===== src/rtl/seven_seg_reader.sv =====
// seven_seg_reader: snoops a multiplexed, active-low seven-segment display bus
// and reconstructs the hex nibble shown on each digit.
//
// Ports:
//   clk         system clock, rising edge
//   reset       synchronous, active-high
//   seg[6:0]    segments {a,b,c,d,e,f,g}, active-low (0 = lit)
//   an[D-1:0]   digit anodes, active-low; bit i low selects digit i
//   value       decoded nibbles, digit i at [4i+3:4i]
//   digit_ok    bit i set when the last commit of digit i was a known pattern
//   frame_valid one-cycle pulse when every digit has committed since the last pulse
//   err         one-cycle pulse when a commit sees an unrecognised pattern
module seven_seg_reader #(
    parameter int unsigned DIGITS        = 4,
    parameter int unsigned STABLE_CYCLES = 4
) (
    input  logic                  clk,
    input  logic                  reset,
    input  logic [6:0]            seg,
    input  logic [DIGITS-1:0]     an,
    output logic [4*DIGITS-1:0]   value,
    output logic [DIGITS-1:0]     digit_ok,
    output logic                  frame_valid,
    output logic                  err
);

    localparam int unsigned SEG_W = 7;
    localparam int unsigned SMP_W = DIGITS + SEG_W;
    localparam int unsigned CNT_W = $clog2(STABLE_CYCLES + 1);
    localparam int unsigned IDX_W = (DIGITS > 1) ? $clog2(DIGITS) : 1;

    typedef enum logic [1:0] {
        IDLE  = 2'd0,
        TRACK = 2'd1,
        HELD  = 2'd2
    } state_t;

    state_t state, state_d;

    logic [SMP_W-1:0]    smp;
    logic [SMP_W-1:0]    cand;
    logic [CNT_W-1:0]    cnt;
    logic [DIGITS-1:0]   seen;

    logic [DIGITS-1:0]   smp_an;
    logic [SEG_W-1:0]    smp_seg;
    logic                strobe_c;
    logic [IDX_W-1:0]    idx_c;
    logic                same_c;
    logic                commit_c;
    logic [4:0]          dec_c;

    logic [4*DIGITS-1:0] value_d;
    logic [DIGITS-1:0]   digit_ok_d;
    logic [DIGITS-1:0]   seen_d;
    logic                frame_c;

    assign smp_an  = smp[SMP_W-1:SEG_W];
    assign smp_seg = smp[SEG_W-1:0];
    assign same_c  = (smp == cand);

    // Segment pattern to {recognised, nibble}
    function automatic logic [4:0] decode(input logic [6:0] s);
        logic [4:0] r;
        unique case (s)
            7'b0000001: r = 5'h10;
            7'b1001111: r = 5'h11;
            7'b0010010: r = 5'h12;
            7'b0000110: r = 5'h13;
            7'b1001100: r = 5'h14;
            7'b0100100: r = 5'h15;
            7'b0100000: r = 5'h16;
            7'b0001111: r = 5'h17;
            7'b0000000: r = 5'h18;
            7'b0001100: r = 5'h19;
            7'b0001000: r = 5'h1A;
            7'b1100000: r = 5'h1B;
            7'b0110001: r = 5'h1C;
            7'b1000010: r = 5'h1D;
            7'b0110000: r = 5'h1E;
            7'b0111000: r = 5'h1F;
            default:    r = 5'h00;
        endcase
        return r;
    endfunction

    assign dec_c = decode(smp_seg);

    // Strobe is valid only with exactly one anode low; idx_c is that digit
    always_comb begin
        int unsigned zeros;
        zeros = 0;
        idx_c = '0;
        for (int i = 0; i < int'(DIGITS); i++) begin
            if (!smp_an[i]) begin
                zeros = zeros + 1;
                idx_c = IDX_W'(i);
            end
        end
        strobe_c = (zeros == 1);
    end

    // State register
    always_ff @(posedge clk) begin
        if (reset) begin
            state <= IDLE;
        end else begin
            state <= state_d;
        end
    end

    // Next state and commit decision
    always_comb begin
        state_d  = state;
        commit_c = 1'b0;
        unique case (state)
            IDLE: begin
                if (strobe_c) state_d = TRACK;
            end
            TRACK: begin
                if (!strobe_c) begin
                    state_d = IDLE;
                end else if (same_c && (cnt == CNT_W'(STABLE_CYCLES - 1))) begin
                    commit_c = 1'b1;
                    state_d  = HELD;
                end
            end
            HELD: begin
                if (!same_c) state_d = strobe_c ? TRACK : IDLE;
            end
            default: state_d = IDLE;
        endcase
    end

    // Next output/frame values for a commit of digit idx_c
    always_comb begin
        value_d    = value;
        digit_ok_d = digit_ok;
        seen_d     = seen;
        frame_c    = 1'b0;
        if (commit_c) begin
            for (int i = 0; i < int'(DIGITS); i++) begin
                if (idx_c == IDX_W'(i)) begin
                    if (dec_c[4]) value_d[4*i +: 4] = dec_c[3:0];
                    digit_ok_d[i] = dec_c[4];
                    seen_d[i]     = 1'b1;
                end
            end
            // Completing the frame clears seen on the same edge
            if (&seen_d) begin
                frame_c = 1'b1;
                seen_d  = '0;
            end
        end
    end

    // Input sampling, candidate tracking and registered outputs
    always_ff @(posedge clk) begin
        if (reset) begin
            smp         <= '1;
            cand        <= '1;
            cnt         <= '0;
            seen        <= '0;
            value       <= '0;
            digit_ok    <= '0;
            frame_valid <= 1'b0;
            err         <= 1'b0;
        end else begin
            smp <= {an, seg};
            if (!same_c) begin
                cand <= smp;
                cnt  <= CNT_W'(1);
            end else if (cnt != CNT_W'(STABLE_CYCLES)) begin
                cnt <= cnt + CNT_W'(1);
            end
            seen        <= seen_d;
            value       <= value_d;
            digit_ok    <= digit_ok_d;
            frame_valid <= frame_c;
            err         <= commit_c && !dec_c[4];
        end
    end

endmodule


===== config.mk =====
export PLATFORM = sky130hd
export DESIGN_NAME = seven_seg_reader
export DESIGN_NICKNAME = d
export VERILOG_FILES = /design/src/rtl/seven_seg_reader.sv
export SDC_FILE = /design/constraint.sdc
export NUM_CORES = 1
export LEC_CHECK = 0
export ABC_AREA = 0
export CAP_MARGIN = 25
export CORE_ASPECT_RATIO = 1.5
export CORE_UTILIZATION = 57
export CTS_BUF_LIST = sky130_fd_sc_hd__clkbuf_8
export CTS_CLUSTER_DIAMETER = 80
export DETAILED_ROUTE_END_ITERATION = 7
export GPL_ROUTABILITY_DRIVEN = 0
export PLACE_DENSITY = 0.82
export RECOVER_POWER = 100
export SYNTH_ARGS = -nofsm -noshare
export SYNTH_HDL_FRONTEND = slang
export SYNTH_SLANG_ARGS = --single-unit
export TNS_END_PERCENT = 1

===== constraint.sdc =====
create_clock -name clk -period 3.25 [get_ports clk]
set_input_delay 0.4875 -clock clk [delete_from_list [all_inputs] [get_ports clk]]
set_output_delay 0.4875 -clock clk [all_outputs]
set_load 0.1 [all_outputs]

* Yosys cells after proc, flatten, opt, wreduce, memory -nomap -nowiden
Cells that the tools add are included.
Storage, ports and cells: flip-flop bits (word level) 53, output and inout bits 22, word-level logic and storage cells 97
Cells by class: $add $sub $neg 4, equal/unequal tests 28, mux-type cells 29, bitwise gates (word level) 2, reduce and logical (&&, ||, !) cells 18
Operator list (count):
- $add A32 B1 Y32 const B | 3
- $mux W32 | 3
- $pmux W5 S16 | 1
- $eq A7 B6 Y1 const B | 5
- $eq A32 B1 Y1 const B | 1
- $eq A7 B7 Y1 const B | 4
- $eq A7 B4 Y1 const B | 3
- $mux W1 | 17
- $reduce_and A3 Y1 | 5
- $mux W2 | 6
- $eq A11 B11 Y1 | 1
- $reduce_and A2 Y1 | 4
- $eq A7 B1 Y1 const B | 1
- $eq A7 B3 Y1 const B | 1
- $eq A7 B5 Y1 const B | 1
- $logic_not A7 Y1 | 1
- $eq A2 B2 Y1 const B | 3
- $ne A3 B3 Y1 const B | 2
- $pmux W2 S3 | 1
- $eq A2 B1 Y1 const B | 2
- $logic_not A2 Y1 | 2
- $mux W4 | 1
- $ne A2 B2 Y1 const B | 2
- $reduce_and A4 Y1 | 1
- 7 further kinds | 10

* Depth between registers and ports, before layout
Gate-level depths: netlist of the first run.
depth in word-level cells 13, depth in mapped cells 12

* Worst setup path before layout of the first run
No wires, ideal clock.
kind reg2reg, start reg smp[8], end reg value[1], library setup time 0.072 ns, arrival time 2.285 ns, data required time 3.178 ns, path slack 0.893 ns, stages on the path, launching flop included 9, buffers on the path 0, clock period less this slack 2.357 ns, cells stage by stage dfxtp_1 inv_1 ha_1 xnor2_1 ha_1 o21ai_1 nand4_2 a311oi_2 mux2i_1
On the way: longest elaborated chain between the ends 9, elaborated cells on any way between the ends 16, those cells by class add/sub: 2; eq/ne: 2; mux: 9; reduce/logical: 3
RTL lines:
- from (decl) | RTL line 40 | logic [SMP_W-1:0] smp;
- from (signal assigned) | RTL line 169 | smp <= {an, seg};
- $mux W32 | RTL line 95 | if (!smp_an[i]) begin
- $add A32 B1 Y32 | RTL line 96 | zeros = zeros + 1;
- $mux W32 | RTL line 95
- $add A32 B1 Y32 | RTL line 96
- $mux W32 | RTL line 95
- $eq A32 B1 Y1 | RTL line 100 | strobe_c = (zeros == 1);
- $mux W1 | RTL line 121 | if (!strobe_c) begin
- $mux W1 | RTL line 116 | unique case (state)
- $reduce_and A3 Y1 (no line) *
- to (signal assigned) | RTL line 177 | value <= value_d;
- to (decl) | RTL line 21 | output logic [4*DIGITS-1:0] value,
Every way passes the cells marked *; elsewhere a longest branch is shown, timed or not. A chain may end at the register's enable or synchronous reset.

* Worst setup path after layout of the first run
start reg smp[8], end reg value[8]
Same word-level chain as after synthesis.

==> results.md, run 1 <==
* Post-synthesis mux area share at 0.0185
* Portion of the post-synthesis area used by sequential elements at 0.391
* Via count at 2274
* Net count of the mapped netlist at 312
* Via count of the first global-routing pass at 2096
* Root Buffer: sky130_fd_sc_hd__clkbuf_8
* Max clock buf depth at 2
* Number of buffers inserted by port buffering at 34
* Overall power consumption at 1.28 mW
* Number of iterations in the first detailed-routing pass at 5
* Cell type with the largest total area after synthesis: sky130_fd_sc_hd__dfxtp_1
* CP arrival at 3040 ps
* Fill cells at 360
* Count of state elements after synthesis at 53
* Global-route wire length before repair at 9430 µm
* Category of the most critical setup path: flop to flop
* Footprint of the multi-input gates at 1480 µm²
* Register cell area after layout at 1060 µm²
* Final setup TNS at 0 ps
* DRT iter0 DRCs at 140
* Fraction of power consumed by the clock network at 0.332
* Combinational family with the most area after synthesis: simple AND/OR/NAND/NOR gates
* Antenna cells at 0
* Sw Share at 0.253
* Inserted Clock Buffers at 5
* Clock Sinks at 53
* Initial antenna violation count at 0
* Outcome: finished clean
* Sequential Power Share at 0.544
* Internal power of the cells at 0.958 mW
* Max capacitance violation total at 0
* RSZ-0062 raised after global routing: false
* Share of the clock period used by the worst path after layout at 0.865
* Grt total ovfl at 0
* Compound-cell area share of the yosys netlist at 0.174
* Top cells by area in the synthesized netlist: sky130_fd_sc_hd__dfxtp_1, sky130_fd_sc_hd__or2_2, sky130_fd_sc_hd__xnor2_1, sky130_fd_sc_hd__nand2b_1, sky130_fd_sc_hd__nand4_1
* Minimum clock period at 2810 ps
* Post-synthesis async set-or-reset flop share at 0
* Die outline width at 58.3 µm
* Synth warn at 0
* Synth Instances at 293
* Largest fanout on the critical path at 9
* Worst relative slew slack at 0.215
* Post-Syn Area per Cell at 9.25 µm²
* Most frequent cell after synthesis: sky130_fd_sc_hd__dfxtp_1
* Combinational fraction of design power at 0.124
* Number of pins exceeding their max-slew limit in the final report at 0
* Clock transition time at the flip-flop clock pins of the worst setup and hold paths at 90 ps
* Floorplan die area at 5040 µm²
* Post-Synth Simple-Gate Area at 0.284
* Post-CTS setup repair buffer count at 0
* Quantity of gates resized following cts at 0
* Vertical die dimension at 86.5 µm
* Data required time at the worst endpoint at 3480 ps
* Unique masters post-synth at 53
* Measured slew at the worst slew-check pin at 1180 ps
* Highest clock frequency the design can meet at 356 MHz
* Routed Wire Length at 5700 µm
* TritonCTS clock tree: done
* Fraction of synthesized cell area taken by the top area cell type at 0.391
* H-tree depth reported by CTS at 2
* Adder-cell share of the synthesized area at 0.0277
* Maximum clock skew at final layout at 7.80 ps
* Final routed wire length divided by cell count at 15.0 µm
* Clk_lat worst skew at 310 ps
* DP Wirelength at 4140 µm
* NumNets Final at 336
* Number of failing hold endpoints at the final stage at 0
* Most frequent cells after synthesis: sky130_fd_sc_hd__dfxtp_1, sky130_fd_sc_hd__or2_2, sky130_fd_sc_hd__nand2b_1
* Top flip-flop cell by instance count after synthesis: sky130_fd_sc_hd__dfxtp_1
* Number of top-level pins at 35
* Startpoint kind of the worst setup timing path: flop
* DR DRC count at 0
* CTS Hold Bufs at 0
* Worst-case vdd ir drop at 311 µV
* Count of flip-flops with a built-in enable after synthesis at 0
* Final ANT Viol Nets at 0
* Setup violations, final at 0
* Post-synthesis to final-layout area growth at 14.3%
* Share of cells above drive strength 1 at 0.117
* Worst Hold Path Cells at 1
* Final design utilization at 0.682
* Global Route Usage Sum at 0.243
* Starting density of the core at 0.597
* Sw power at 0.324 mW
* Power Density at 414 nW/µm²
* Nature of the critical path endpoint: flop
* Class of the tightest hold or removal check: flop to flop
* Core Rows at 30
* Average vias per placed instance at 5.97
* Synth Area in XOR/XNOR at 0.0512
* Placeable Area at 4540 µm²
* Standby leakage power at 1.18 nW
* Pin count of the biggest net entering global routing at 29
* Area of the mapped netlist at 2710 µm²
* Worst-case reg-to-reg path depth at 8
state kept, by name, summed over array words and instances (netlist names):
name         cells
seen             4
cnt              3
frame_valid      1
value           16
smp             11
cand            11
err              1
state            2
digit_ok         4
critical path: stages (launching register included):
cell	delay [ps]
sky130_fd_sc_hd__dfxtp_1	400
sky130_fd_sc_hd__inv_1	90
sky130_fd_sc_hd__ha_1	340
sky130_fd_sc_hd__xnor2_1	160
sky130_fd_sc_hd__ha_1	300
sky130_fd_sc_hd__o21ai_0	320
sky130_fd_sc_hd__nand4_2	340
sky130_fd_sc_hd__a311oi_2	570
sky130_fd_sc_hd__mux2i_1	230
per-stage QoR:
step                instance area [µm²]  hold WS (ps)  std cells  setup WS [ps]
floorplan                          2710           428        293            893
global placement                   3030           454        374            673
detailed placement                 3030           462        374            594
CTS                                3140           474        381            560
global route                       3100           497        381            186
finish                             3100           473        381            440
cell type report:
cell class / instances / share of cell area
clock inverters: 2 / 0.0113
well taps: 64 / 0.0258
multi-input cells: 212 / 0.477
repair buffers: 36 / 0.110
inverters: 9 / 0.0109
clock buffers: 5 / 0.0222
flip-flops and latches: 53 / 0.342
layout by cell type, fill, tap and decap left out, types with 6 or more instances in the layout:
master / count
sky130_fd_sc_hd__a21oi_1: 10
sky130_fd_sc_hd__a31oi_1: 9
sky130_fd_sc_hd__clkdlybuf4s50_1: 11
sky130_fd_sc_hd__dfxtp_1: 53
sky130_fd_sc_hd__dlygate4sd3_1: 22
sky130_fd_sc_hd__ha_1: 6
sky130_fd_sc_hd__inv_1: 9
sky130_fd_sc_hd__nand2_1: 9
sky130_fd_sc_hd__nand2b_1: 18
sky130_fd_sc_hd__nand3_1: 12
sky130_fd_sc_hd__nand4_1: 13
sky130_fd_sc_hd__nor2_1: 8
sky130_fd_sc_hd__nor3_1: 9
sky130_fd_sc_hd__o21ai_0: 10
sky130_fd_sc_hd__o22ai_1: 9
sky130_fd_sc_hd__or2_2: 21
sky130_fd_sc_hd__xnor2_1: 14
worst paths after layout:
path	from	endpoint	slack [ps]
max	smp[8]$_SDFF_PP1_	value[8]$_SDFFE_PP0P_	440
min	state[0]$_SDFFE_PP0P_	state[0]$_SDFFE_PP0P_	470
max reg2reg	smp[8]$_SDFF_PP1_	value[8]$_SDFFE_PP0P_	440
min reg2reg	state[0]$_SDFFE_PP0P_	state[0]$_SDFFE_PP0P_	470
metal layers:
layer	global-route usage	share of wire	up-vias	wire, µm
met4	0.0996	0.018	0	104
met5	0	0	-	0
li1	-	-	1110	-
met1	0.272	0.40	1074	2290
met2	0.441	0.53	80	3040
met3	0.0463	0.047	10	268
power groups by stage:
stage	Clock, mW	Combinational (mW)	Sequential (mW)
6_report	0.426	0.158	0.698
3_3_place_gp	0	0.159	0.713
5_1_grt	0.466	0.172	0.702
4_1_cts	0.433	0.163	0.698
3_5_place_dp	0	0.163	0.714
2_1_floorplan	0	0.105	0.730
kinds of logic (layout without fill, tap and decap cells):
family,after synthesis,in the layout
and+or+nand+nor,124,124
buffers and inverters,28,52
xor gates and xnor gates,15,15
muxes,5,5
DFF,53,53
adders and majority gates,6,6
AOI/OAI and AO/OA,62,62
Power figures use the tool's default switching activity.
==> run 2: changes to the inputs <==
--- a/config.mk
+++ b/config.mk
@@ -18,4 +18,3 @@
 export SYNTH_ARGS = -nofsm -noshare
 export SYNTH_HDL_FRONTEND = slang
 export SYNTH_SLANG_ARGS = --single-unit
-export TNS_END_PERCENT = 1
==> results of run 2 <==
No change in the layout: final DEF, timing and power equal those of run 1.
==> run 3: changes to the inputs <==
--- a/config.mk
+++ b/config.mk
@@ -15,6 +15,7 @@
 export GPL_ROUTABILITY_DRIVEN = 0
 export PLACE_DENSITY = 0.82
 export RECOVER_POWER = 100
+export SETUP_SLACK_MARGIN = 0.02
 export SYNTH_ARGS = -nofsm -noshare
 export SYNTH_HDL_FRONTEND = slang
 export SYNTH_SLANG_ARGS = --single-unit
==> results of run 3 <==
No change in the layout: final DEF, timing and power equal those of run 1.
